--- config.mk ---
export PLATFORM = sky130hd
export DESIGN_NAME = seg_scan_decoder
export DESIGN_NICKNAME = d
export VERILOG_FILES = /design/src/rtl/seg_pkg.sv /design/src/rtl/seg_pattern_decode.sv /design/src/rtl/seg_scan_decoder.sv
export SDC_FILE = /design/constraint.sdc
export NUM_CORES = 1
export LEC_CHECK = 0
export CELL_PAD_IN_SITES_DETAIL_PLACEMENT = 1
export CELL_PAD_IN_SITES_GLOBAL_PLACEMENT = 1
export CORE_AREA = 2 2 75 77
export CTS_CLUSTER_DIAMETER = 30
export DETAILED_ROUTE_END_ITERATION = 10
export DIE_AREA = 0 0 77 79
export PLACE_DENSITY_LB_ADDON = 0.1
export SKIP_CTS_REPAIR_TIMING = 1
export SLEW_MARGIN = 40
export SYNTH_ARGS = -nofsm -noshare
export SYNTH_HDL_FRONTEND = slang
export SYNTH_HIERARCHICAL = 1
export SYNTH_SLANG_ARGS = --single-unit
--- constraint.sdc ---
create_clock -name clk -period 4 [get_ports clk]
set_input_delay 0.8 -clock clk [delete_from_list [all_inputs] [get_ports clk]]
set_output_delay 0.8 -clock clk [all_outputs]
set_load 0.1 [all_outputs]
--- src/rtl/seg_pkg.sv ---
// Shared 7-segment definitions for the display encoder and the loopback decoder.
// Patterns are active-low, bit6=g .. bit0=a.
package seg_pkg;

    localparam logic [6:0] SEG_0     = 7'h40;
    localparam logic [6:0] SEG_1     = 7'h79;
    localparam logic [6:0] SEG_2     = 7'h24;
    localparam logic [6:0] SEG_3     = 7'h30;
    localparam logic [6:0] SEG_4     = 7'h19;
    localparam logic [6:0] SEG_5     = 7'h12;
    localparam logic [6:0] SEG_6     = 7'h02;
    localparam logic [6:0] SEG_7     = 7'h78;
    localparam logic [6:0] SEG_8     = 7'h00;
    localparam logic [6:0] SEG_9     = 7'h10;
    localparam logic [6:0] SEG_BLANK = 7'h7F;

    localparam logic [3:0] CODE_BLANK = 4'hF;
    localparam logic [3:0] CODE_ERR   = 4'hE;

endpackage

--- src/rtl/seg_pattern_decode.sv ---
// Combinational inverse of the segment encoder: pattern -> {legal, code}.
// Blank is a legal pattern; anything outside the table decodes to CODE_ERR.
module seg_pattern_decode
    import seg_pkg::*;
(
    input  logic [6:0] pattern,
    output logic       legal,
    output logic [3:0] code
);

    always_comb begin
        // NOTE: defaults first so every path assigns both outputs and no latch is inferred.
        legal = 1'b1;
        code  = CODE_ERR;
        unique case (pattern)
            SEG_0:     code = 4'd0;
            SEG_1:     code = 4'd1;
            SEG_2:     code = 4'd2;
            SEG_3:     code = 4'd3;
            SEG_4:     code = 4'd4;
            SEG_5:     code = 4'd5;
            SEG_6:     code = 4'd6;
            SEG_7:     code = 4'd7;
            SEG_8:     code = 4'd8;
            SEG_9:     code = 4'd9;
            SEG_BLANK: code = CODE_BLANK;
            default: begin
                legal = 1'b0;
                code  = CODE_ERR;
            end
        endcase
    end

endmodule

--- src/rtl/seg_scan_decoder.sv ---
// Loopback monitor for the multiplexed 7-segment bus: synchronizes seg/an, waits for a
// stable strobe, decodes it and rebuilds the displayed value digit by digit.
module seg_scan_decoder
    import seg_pkg::*;
#(
    parameter int NUM_DIGITS    = 4,
    parameter int STABLE_CYCLES = 4
) (
    input  logic                    clk,
    input  logic                    rst_n,
    input  logic [6:0]              seg,
    input  logic [NUM_DIGITS-1:0]   an,
    output logic [4*NUM_DIGITS-1:0] digits,
    output logic [NUM_DIGITS-1:0]   digit_ok,
    output logic                    frame_done,
    output logic                    err
);

    localparam int W     = NUM_DIGITS + 7;
    localparam int RUN_W = $clog2(STABLE_CYCLES + 1);
    localparam logic [RUN_W-1:0] RUN_MAX = RUN_W'(STABLE_CYCLES);

    logic [W-1:0]          sync1;
    logic [W-1:0]          s;
    logic [RUN_W-1:0]      run;
    logic                  captured;
    logic [NUM_DIGITS-1:0] seen;

    // Idle bus is all ones (segments off, anodes off), so the synchronizer resets there.
    always_ff @(posedge clk or negedge rst_n) begin
        if (!rst_n) begin
            sync1 <= '1;
            s     <= '1;
        end else begin
            // NOTE: non-blocking so each flop samples the other's pre-edge value.
            sync1 <= {an, seg};
            s     <= sync1;
        end
    end

    // s is "unchanged" this cycle when the next value it will load equals its current one;
    // this keeps a capture from firing on a strobe that is already leaving the bus.
    logic stable;
    logic capture;
    assign stable  = (sync1 == s);
    assign capture = stable && !captured && (run == RUN_MAX);

    always_ff @(posedge clk or negedge rst_n) begin
        if (!rst_n) begin
            run      <= '0;
            captured <= 1'b0;
        end else if (!stable) begin
            run      <= '0;
            captured <= 1'b0;
        end else begin
            if (run != RUN_MAX)
                run <= run + 1'b1;
            if (capture)
                captured <= 1'b1;
        end
    end

    logic [NUM_DIGITS-1:0] an_low;
    logic                  multi_low;
    logic                  one_low;
    logic                  legal;
    logic [3:0]            code;

    assign an_low    = ~s[W-1:7];
    assign multi_low = (an_low & (an_low - 1'b1)) != '0;
    assign one_low   = (an_low != '0) && !multi_low;

    seg_pattern_decode u_decode (
        .pattern (s[6:0]),
        .legal   (legal),
        .code    (code)
    );

    // NOTE: every register here, including the per-digit store, has an async reset value.
    always_ff @(posedge clk or negedge rst_n) begin
        if (!rst_n) begin
            digits     <= '1;
            digit_ok   <= '0;
            seen       <= '0;
            frame_done <= 1'b0;
            err        <= 1'b0;
        end else begin
            frame_done <= 1'b0;
            err        <= 1'b0;
            if (capture && one_low) begin
                for (int i = 0; i < NUM_DIGITS; i++) begin
                    if (an_low[i]) begin
                        digits[4*i +: 4] <= code;
                        digit_ok[i]      <= legal;
                    end
                end
                err <= !legal;
                if (&(seen | an_low)) begin
                    seen       <= '0;
                    frame_done <= 1'b1;
                end else begin
                    seen <= seen | an_low;
                end
            end else if (capture && multi_low) begin
                err <= 1'b1;
            end
        end
    end

endmodule

==> impl_metrics.ini, run 1 <==
[sta]
maxSlewViolCount = 0
slew_headroom_pct = 57.6
timing.fmax_mhz = 359
fin_setup_tns_ps = 0
finalSetupViolations = 0
fin_crit_ps = 2790
period_share_pct = 69.7
rsz0062_at_grt = no
worstMarginPinSlew_ps = 634
fin_ws_ps = 1210
hold_violations = 0
clock_skew_ps = 11.0

[placed_design]
dpl.cell_count = 290
preCtsSetupSlack_ps = 1280
finalWeightedCongestion = 0.787
portBuffers = 34
dp_hpwl_um = 3800

[die]
start_util_pct = 44.6
num_rows = 27
ios = 35
core_area_mm2 = 0.00534
fp.dieW_um = 77
die_area_mm2 = 0.00608
die_h_um = 79

[clocking]
clock_latency_ps = 310
tritoncts = done
root_buffer = clkbuf_8
clkTransAtPathRegs_ps = 100
cts_buffers = 5
clockBufferDepth = 2
clock_sinks = 52
htreeDepth = 2

[global_routing]
gr-usage-all-layers_pct = 18.6
antenna_found_initial = 0
grt_pass1_wl_um = 8940
grt_max_degree = 53
grt_remaining_overflow = 0
grt_pass1_vias = 1741

[final_layout]
mostFrequentLayoutCells = dfstp_2 (38), buf_2 (22), mux2_2 (20)
layout_commonest_cell = dfstp_2
multi_input_area_um2 = 973
syn_to_final_growth_pct = 16.4
final-instance-count-excl-fill = 298
layout.nets = 240
fillers = 593
antenna_cells = 0
drive_gt1_share_pct = 45.1
ff_latch_area_mm2 = 0.00135

[pwr]
intPower_mw = 0.707
swShare_pct = 25.6
pwr-share-comb_pct = 7.1
power.density_mw_per_mm2 = 343
p_seq_share_pct = 60.0
finalPower_mw = 0.950
p_switching_mw = 0.243
pwr-share-clk_pct = 33.0
power_leakage_nw = 1.18
vdd_drop_max_mv = 0.178

[setup_path]
crit_arrival_ps = 2990
crit_type = flop to flop
required_ps = 4200
slowest_stage = dfstp_2
end_kind = flop
slowest_delay_ps = 670
path_cells = xor2_1 > or3_1 > or4_4 > nor2b_1 > mux2_2
worstSetupStartpointType = flop
cp_max_fo = 11

[yosys]
synth_warnings = 6
synth-edff-count = 0
syn_area_mm2 = 0.00238
synth.distinct_cells = 46
synthArstFlopShare_pct = 100
synth_top_area_cell = dfstp_2
synth-main-ff-cell = dfstp_2
synth_area_leaders = dfstp_2 (42%), dfrtp_1 (15%), mux2_2 (9.5%)
syn-num-nets = 207
synthDominantCellAreaShare_pct = 42.0
synth_cells = 192
seq_area_frac_synth_pct = 56.7
syn_area_per_cell_um2 = 12.4
synth_seq_cells = 52

[drt]
wl_per_cell_um = 17.5
via_count = 1607
detail_route.iter0.violations = 42
first_pass_iters = 4
drt_wl_total_um = 5220
ant_nets = 0
drc = 0
vias_per_cell = 5.39

[run]
drv_cap = 0

[run_status]
status = finished clean

[hold_path]
min-delay-path-class = flop to flop
-- through the flow --
step / cell area (um2) / hold slack, ps / util (%)
final: 2770 / 374 / 51.9
after global placement: 2760 / 365 / 51.7
after global routing: 2770 / 386 / 51.9
after detailed placement: 2650 / 363 / 49.7
after CTS: 2750 / 378 / 51.5
after floorplan: 2380 / 360 / -
-- critical path, delay by kind of cell (launching register included) --
| family | cells | cell delay (ps) |
|---|---|---|
| xor+xnor | 1 | 130 |
| flops | 1 | 670 |
| mux | 1 | 400 |
| simple gates | 3 | 1470 |
-- synthesized netlist by cell type (2+ instances only) --
master	instances
a21boi_0	2
a21oi_1	7
a221o_1	2
and4_4	2
buf_2	4
clkbuf_1	2
dfrtp_1	14
dfstp_2	38
ha_1	2
inv_1	9
mux2_2	20
nand2_1	10
nand3_1	6
nand3b_1	2
nand4_1	4
nor2_1	9
nor2b_1	2
nor3_1	7
nor4_1	2
nor4_2	2
o21ai_0	2
o21ba_1	2
o22ai_1	2
or3_1	3
or4_1	2
xnor2_1	13
xor2_1	3
-- area by class of cell --
| cell class | instances | share of cell area, % |
|---|---|---|
| multi-input combinational | 123 | 35.1 |
| clock buffer | 5 | 2.48 |
| inverter | 9 | 1.22 |
| clock inverter | 3 | 0.994 |
| tap | 72 | 3.25 |
| sequential | 52 | 48.7 |
| timing repair buffer | 34 | 8.22 |
-- kinds of logic (layout without fill, tap and decap cells) --
group,Yosys count,count (layout),synth area share [%]
mux,20,20,9.46
xor+xnor,16,16,5.89
buf+inv,17,51,3.37
compound gates,23,23,7.15
fa+ha+maj,3,3,1.47
simple gates,61,61,16.0
flops,52,52,56.7
-- power by group through the flow --
stage	combinational, mW	sequential [mW]	clock (mW)
floorplan	0.0456	0.565	0
global placement	0.0639	0.576	0
CTS	0.0672	0.569	0.326
global route	0.0743	0.573	0.344
finish	0.0672	0.570	0.313
detailed placement	0.0662	0.578	0
-- layer usage --
| layer | global-route usage (%) | share of wire, % | vias up |
|---|---|---|---|
| li1 | - | - | 749 |
| met1 | 22.7 | 43 | 832 |
| met2 | 33.8 | 53 | 20 |
| met3 | 3.52 | 2.6 | 6 |
| met4 | 5.54 | 1.3 | 0 |
| met5 | 0 | 0 | - |
-- final timing paths --
path	start	end	slack (ps)	cells past startpoint
max	s[10]	digit_ok[0]	1210	5
min	sync1[5]	s[5]	370	0
max reg2reg	s[10]	digit_ok[0]	1210	5
min reg2reg	sync1[5]	s[5]	370	0
max in group asynchronous	rst_n	digit_ok[0]	3090	1
min in group asynchronous	rst_n	run[0]	480	1
-- state kept, by name (all words and copies together) (netlist names) --
register and flops:
err 1, frame_done 1, sync1 11, run 3, seen 4, s 11, digits 16, digit_ok 4
captured 1
(Power assumes the default switching activity.)
==> run 2: changes to the inputs <==
CORE_AREA = 2 2 82 84   (was 2 2 75 77)
DIE_AREA = 0 0 84 86   (was 0 0 77 79)
clock period = 2.4 ns   (was 4 ns; I/O delays follow)
==> run 2 against run 1 <==
Effect of this change: clock skew is 3.2 ps lower; sequential power rose by 65%; sequential share of layout area decreased by 3.2 points; clock power grew 65%; cell area grew 7.0%; first-iteration DRC count up 24%; power is 67% higher.
==> impl_metrics.ini, run 2 (same netlist as run 1, synthesis figures left out) <==
[sta]
period_share_pct = 96.9
clock_skew_ps = 7.85
timing.fmax_mhz = 430
slew_headroom_pct = 56.9
maxSlewViolCount = 0
fin_setup_tns_ps = 0
worstMarginPinSlew_ps = 646
hold_violations = 0
finalSetupViolations = 0
fin_crit_ps = 2320

[placed_design]
dpl_cell_area_mm2 = 0.00280
portBuffers = 34
dp_hpwl_um = 3980
finalWeightedCongestion = 0.859

[die]
die_area_mm2 = 0.00722
start_util_pct = 37.9
fp.dieW_um = 84
num_rows = 29
die_h_um = 86
ios = 35
core_area_mm2 = 0.00628

[setup_path]
slowest_delay_ps = 600
slowest_stage = or4_4
crit_type = flop to flop
cp_max_fo = 6
required_ps = 2590
r2r_cells = 6
crit_arrival_ps = 2520
path_cells = xor2_1 > or3_4 > or4_4 > nor2b_4 > buf_6 > mux2_4
worstSetupStartpointType = flop
end_kind = flop

[final_layout]
largest_reg_flops = 16
mostFrequentLayoutCells = dfstp_2 (38), buf_4 (37), mux2_2 (19)
drive_gt1_share_pct = 50.8
layout_commonest_cell = dfstp_2
syn_to_final_growth_pct = 24.6
regMostFlops = digits
antenna_cells = 0
top_regs = digits x16, s x11, sync1 x11
layout.nets = 256
stdcell_area_mm2 = 0.00297

[global_routing]
grt_remaining_overflow = 0
grt_use_met3_pct = 3.18
grt_max_degree = 53
gr-usage-all-layers_pct = 16.0
grt_util_met1_pct = 20.0
grt_pass1_wl_um = 9290
met2_usage_pct = 29.2
grt_pass1_vias = 1801
grt_most_used_layer = met2
antenna_found_initial = 0

[clocking]
clockBufferDepth = 2
root_buffer = clkbuf_8
clock_latency_ps = 300
htreeDepth = 2
clkTransAtPathRegs_ps = 100
clock_sinks = 52
cts_buffers = 5
tritoncts = done

[run]
drv_cap = 0

[pwr]
power.density_mw_per_mm2 = 535
power_leakage_nw = 1.25
vdd_drop_max_mv = 0.262

[drt]
drt_wl_total_um = 5540
first_pass_iters = 4
via_count = 1656
vias_per_cell = 5.19
drc = 0
detail_route.iter0.violations = 52
ant_nets = 0
wl_per_cell_um = 17.4

[hold_path]
min-delay-path-class = input pin to asynchronous set/reset pin

[run_status]
status = finished clean
run 2: final timing paths:
kind,from,endpoint,slack (ps)
max in group asynchronous,rst_n,seen[0],1690
max,sync1[7],digit_ok[0],80
min in group clk,sync1[8],s[8],370
max reg2reg,sync1[7],digit_ok[0],80
min,rst_n,run[2],280
min reg2reg,sync1[8],s[8],370
run 2: layout make-up:
| cell class | count | area [um2] |
|---|---|---|
| clock buffer | 7 | 86.3 |
| clock inverter | 1 | 7.51 |
| fill | 692 | 3310 |
| inverter | 9 | 33.8 |
| multi-input combinational | 123 | 988 |
| sequential | 52 | 1350 |
| tap | 77 | 96.3 |
| timing repair buffer | 50 | 404 |
run 2: where the power goes:
group | internal, mW | switching [mW] | leakage [nW] | total (mW)
clock | 0.235 | 0.282 | 0.0445 | 0.517
combinational | 0.0580 | 0.0731 | 0.611 | 0.131
sequential | 0.913 | 0.0264 | 0.592 | 0.939
run 2: critical path: cells and delay by family, from the launching register on:
family,cells,cell delay (ps)
and+or+nand+nor,3,1130
muxes,1,290
buffers and inverters,1,130
xor gates and xnor gates,1,90
DFF,1,580
run 2: routing by layer:
metal,vias up,part of all wire (%)
li1,777,-
met1,850,44
met2,25,52
met3,4,2.6
met4,0,0.74
met5,-,0
run 2: metrics by stage:
step	cells	total power [mW]	setup WS [ps]	hold WS, ps	util, %
3_5_place_dp	307	1.08	45.3	366	44.6
2_1_floorplan	192	1.02	50.5	184	-
4_1_cts	315	1.62	17.5	306	46.1
6_report	319	1.59	75.2	284	47.2
5_1_grt	319	1.67	-0.689	324	47.2
3_3_place_gp	307	1.08	101	363	44.6
==> run 3: changes to the inputs <==
CTS_CLUSTER_SIZE = 8   (was default)
==> results of run 3 <==
Final layout, timing and power as in run 2 (identical DEF).
